### src/rtl/hs_sync_rx.sv
// hs_sync_rx -- destination side of a four-phase req/ack clock-domain crossing.
//
// The source raises SRC_REQ with SRC_DATA held stable; the request level is
// synchronised into CLKB, the data word is captured once, offered downstream
// on DST_VALID/DST_READY, and acknowledged back with the SRC_ACK level. A new
// capture is only allowed after the request has been seen low again.
//
// Ports
//   CLKB       in   destination clock, rising edge
//   RST        in   asynchronous reset, active low
//   SRC_REQ    in   source request level (asynchronous to CLKB)
//   SRC_DATA   in   source data word (not synchronised, sampled on capture)
//   DST_READY  in   downstream consumer ready
//   DST_DATA   out  captured data word
//   DST_VALID  out  DST_DATA valid
//   SRC_ACK    out  acknowledge level back to the source domain
//   PROTO_ERR  out  sticky flag: request withdrawn before acknowledge
//   XFER_CNT   out  completed transfer count, wraps at 256
module hs_sync_rx #(
    parameter int unsigned NUM_STAGES = 2,   // legal range 2..4
    parameter int unsigned BUS_WIDTH  = 8
) (
    input  logic                 CLKB,
    input  logic                 RST,
    input  logic                 SRC_REQ,
    input  logic [BUS_WIDTH-1:0] SRC_DATA,
    input  logic                 DST_READY,
    output logic [BUS_WIDTH-1:0] DST_DATA,
    output logic                 DST_VALID,
    output logic                 SRC_ACK,
    output logic                 PROTO_ERR,
    output logic [7:0]           XFER_CNT
);

    typedef enum logic [1:0] {
        IDLE  = 2'b00,
        VALID = 2'b01,
        ACK   = 2'b10
    } state_t;

    state_t                 state_q, state_nxt;
    logic [NUM_STAGES-1:0]  req_sync;
    logic                   req_s;

    logic [BUS_WIDTH-1:0]   data_nxt;
    logic                   valid_nxt;
    logic                   ack_nxt;
    logic                   err_nxt;
    logic [7:0]             cnt_nxt;

    // Request synchroniser; only the last stage is used by the logic.
    always_ff @(posedge CLKB or negedge RST) begin
        if (!RST) begin
            req_sync <= '0;
        end else begin
            req_sync <= {req_sync[NUM_STAGES-2:0], SRC_REQ};
        end
    end

    assign req_s = req_sync[NUM_STAGES-1];

    // State and all outputs registered together so no input reaches an
    // output combinationally.
    always_ff @(posedge CLKB or negedge RST) begin
        if (!RST) begin
            state_q   <= IDLE;
            DST_DATA  <= '0;
            DST_VALID <= 1'b0;
            SRC_ACK   <= 1'b0;
            PROTO_ERR <= 1'b0;
            XFER_CNT  <= '0;
        end else begin
            state_q   <= state_nxt;
            DST_DATA  <= data_nxt;
            DST_VALID <= valid_nxt;
            SRC_ACK   <= ack_nxt;
            PROTO_ERR <= err_nxt;
            XFER_CNT  <= cnt_nxt;
        end
    end

    always_comb begin
        state_nxt = state_q;
        data_nxt  = DST_DATA;
        valid_nxt = DST_VALID;
        ack_nxt   = SRC_ACK;
        err_nxt   = PROTO_ERR;
        cnt_nxt   = XFER_CNT;

        case (state_q)
            IDLE: begin
                // SRC_DATA is stable here because the source holds it while
                // its request is high, so no data synchroniser is needed.
                if (req_s) begin
                    data_nxt  = SRC_DATA;
                    valid_nxt = 1'b1;
                    state_nxt = VALID;
                end
            end

            VALID: begin
                // Early withdrawal is flagged but the held word is still
                // delivered and the handshake completes normally.
                if (!req_s) begin
                    err_nxt = 1'b1;
                end
                if (DST_READY) begin
                    valid_nxt = 1'b0;
                    ack_nxt   = 1'b1;
                    cnt_nxt   = XFER_CNT + 8'd1;
                    state_nxt = ACK;
                end
            end

            ACK: begin
                // Stay here until the request is seen low, so one request
                // level yields exactly one transfer.
                if (!req_s) begin
                    ack_nxt   = 1'b0;
                    state_nxt = IDLE;
                end
            end

            default: begin
                state_nxt = IDLE;
                ack_nxt   = 1'b0;
                valid_nxt = 1'b0;
            end
        endcase
    end

endmodule

### config.mk
export PLATFORM = sky130hd
export DESIGN_NAME = hs_sync_rx
export DESIGN_NICKNAME = d
export VERILOG_FILES = /design/src/rtl/hs_sync_rx.sv
export SDC_FILE = /design/constraint.sdc
export NUM_CORES = 1
export LEC_CHECK = 0
export BUFFER_PORTS_ARGS = -buffer_cell sky130_fd_sc_hd__buf_2
export CAP_MARGIN = 20
export CORE_MARGIN = 2
export CORE_UTILIZATION = 44
export CTS_CLUSTER_DIAMETER = 200
export DETAILED_ROUTE_END_ITERATION = 8
export PLACE_DENSITY_LB_ADDON = 0.1
export SLEW_MARGIN = 15
export SYNTH_ARGS = -nofsm -noshare
export SYNTH_HDL_FRONTEND = slang
export SYNTH_SLANG_ARGS = --single-unit
export TNS_END_PERCENT = 1
### constraint.sdc
create_clock -name CLKB -period 1.4 [get_ports CLKB]
set_input_delay 0.14 -clock CLKB [delete_from_list [all_inputs] [get_ports CLKB]]
set_output_delay 0.14 -clock CLKB [all_outputs]
set_load 0.02 [all_outputs]
==> results.cfg <==
[synth]
synth_seq_cells = 23
async_reset_ff_frac = 1.00
synth_top_family_by_area = simple AND/OR/NAND/NOR gates
synthFlopType = dfrtp_1
synth_seq_area_share = 0.587
yosys.area_share.adder = 0.0128
synth_most_common_cell = dfrtp_1
yosys_warnings = 0
netlist_instances = 68
synth_nets = 81
netlist_area_um2 = 981
synth-xor-area-share = 0.0625
synth_commonest_cells = dfrtp_1, mux2_4, nand2_1, xor2_1
avgSynthCellArea_um2 = 14.4
yosysUniqueCellTypes = 24
synth_top_area_cell = dfrtp_1
synth_compound_area_frac = 0.0293
synth_edf_count = 0
yosysTopAreaCellShare = 0.587
muxShareOfSynthArea = 0.134
synth_simple_gate_area_frac = 0.135
synth_area_leaders = dfrtp_1, mux2_4, xor2_1

[clocking]
clock_sinks = 23
numCtsBuffers = 3
htreeDepth = 1
clock_latency_ns = 0.30
clockRootBuffer = clkbuf_4
clockBufferDepth = 2
cts_tree = yes
clk_pin_slew_ns = 0.12

[critical_path]
worstPathRequired_ns = 1.61
end_kind = flop
critPathMaxFanout = 8
path_buf_inv = 1
critPathLaunchType = flop
cp.arrival_ns = 1.51
crit_family = flip-flops
critical_path_class = flop to flop
crit_chain = nor2b_4 -> nor2b_4 -> buf_12 -> mux2_4
cp_slowest_cell = dfrtp_1
cp_common_cell = nor2b_4
max_stage_delay_ns = 0.40

[grt]
grt_util_all_layers = 0.131
grt_max_degree = 24
grt_pass1_wl_um = 2500
grt_pass1_vias = 548
antenna_found_initial = 0
globalRouteOverflowTotal = 0

[power]
combPwrFrac = 0.446
p_per_area_mw_per_mm2 = 2130
p_sw_frac = 0.386
power.leakage_uw = 0.000624
switching_power_uw = 996
p_seq_frac = 0.439
p_int_uw = 1590
ir_drop_mv = 1.11
p_clk_frac = 0.115
total_power_uw = 2580

[drt]
wl_per_cell_um = 11.9
ant_nets = 0
viasPerCell = 4.61
drtIter0Drc = 5
dr_total_vias = 609
first_pass_iters = 2
wl_um = 1580
drcViolationCount = 0

[timing]
max_slew_margin = 0.675
layout_min_cycle_time_ns = 1.31
finalHoldViolCount = 0
clock.fmax_mhz = 766
finalCritPeriodShare = 0.932
hold_ws_ns = 0.0506
slew_violations = 0
rsz0062_at_grt = false
worstMarginPinSlew_ns = 0.487
finClkSkew_ns = 0.00288
setup_viol = 0
tns_ns = 0

[finish]
fillCellCount = 189
fin_util = 0.563
ff_latch_area_um2 = 576
layout.nets = 118
instances_no_fill = 132
area_growth_pct = 23.3
diodes = 0
drive_gt1_frac = 0.481
multi_input_area_um2 = 367

[placed_design]
numPortBuffers = 30
gp_congestion = 0.680
dp_cells = 125

[outcome]
status = finished clean

[die]
die_w_um = 51.2
dieHeight_um = 51.2
io_pins = 31
initial_core_util = 0.457
row_count = 17
die_area_mm2 = 0.00262
core_mm2 = 0.00215

[job]
cap_violations = 0

[min_path]
hold_path_class = input port to flop
[power groups by stage]
stage	Clock, µW	Combinational (µW)	Sequential [µW]
floorplan	0	585	1380
global placement	0	1090	1140
detailed placement	0	1110	1140
CTS	310	1120	1130
global route	341	1240	1170
finish	297	1150	1130
[final cells by class]
type,instances,area share
inverter,2,0.00620
multi-input combinational,41,0.303
timing repair buffer,34,0.163
clock inverter,1,0.00414
sequential,23,0.476
tap,28,0.0290
clock buffer,3,0.0186
[worst reg2reg max path: cells and delay by family (launching register included)]
kind | cells | cell delay, ns
muxes | 1 | 0.30
and+or+nand+nor | 2 | 0.36
buffers and inverters | 1 | 0.15
DFF | 1 | 0.40
[state kept, by name (all words and copies together), names as in the netlist]
signal     count
state_q        2
req_sync       2
DST_DATA       8
XFER_CNT       8
SRC_ACK        1
DST_VALID      1
PROTO_ERR      1
[layer usage]
metal	vias to the layer above	wire length, µm	track usage
met3	4	66	0.0175
met1	287	740	0.200
met4	0	33	0.0921
met5	-	0	0
li1	302	-	-
met2	16	735	0.171
[logic make-up after synthesis]
group / count (synthesis)
buf+inv: 4
mux: 9
flops: 23
simple gates: 19
xor+xnor: 7
fa+ha+maj: 1
compound gates: 5
[layout by cell type, fill, tap and decap left out, types with 3 or more instances in the layout]
master / netlist / layout
xnor2_1: 3 / 3
nand3_1: 3 / 3
xor2_1: 4 / 4
clkbuf_4: 0 / 3
buf_2: 0 / 30
dfrtp_1: 23 / 23
nand2_1: 4 / 4
mux2_4: 8 / 8
[worst paths after layout]
check / startpoint / to / slack [ns] / cells past startpoint
max in group asynchronous: RST / XFER_CNT[1] / 0.76 / 2
worst max register to register: req_sync[1] / DST_DATA[0] / 0.09 / 4
worst min register to register: req_sync[0] / req_sync[1] / 0.37 / 0
worst max-delay path: req_sync[1] / DST_DATA[0] / 0.09 / 4
min in group asynchronous: RST / DST_VALID / 0.31 / 2
worst min-delay path: SRC_DATA[5] / DST_DATA[5] / 0.05 / 2
[metrics by stage]
step	area (µm²)	setup WS, ns
2_1_floorplan	981	0.0903
3_3_place_gp	1140	0.0811
3_5_place_dp	1140	0.0409
4_1_cts	1190	0.0180
5_1_grt	1210	0.0627
6_report	1210	0.0946
[timing repair]
item / 4_1_cts / 5_1_grt
resized for setup: 0 / 0
hold buffers: 2 / 0
endpoints found under the hold margin: 24 / 0
setup endpoints to repair: 0 / 6
setup buffers: 0 / 1
No activity file was read; power rests on OpenSTA's default activity.
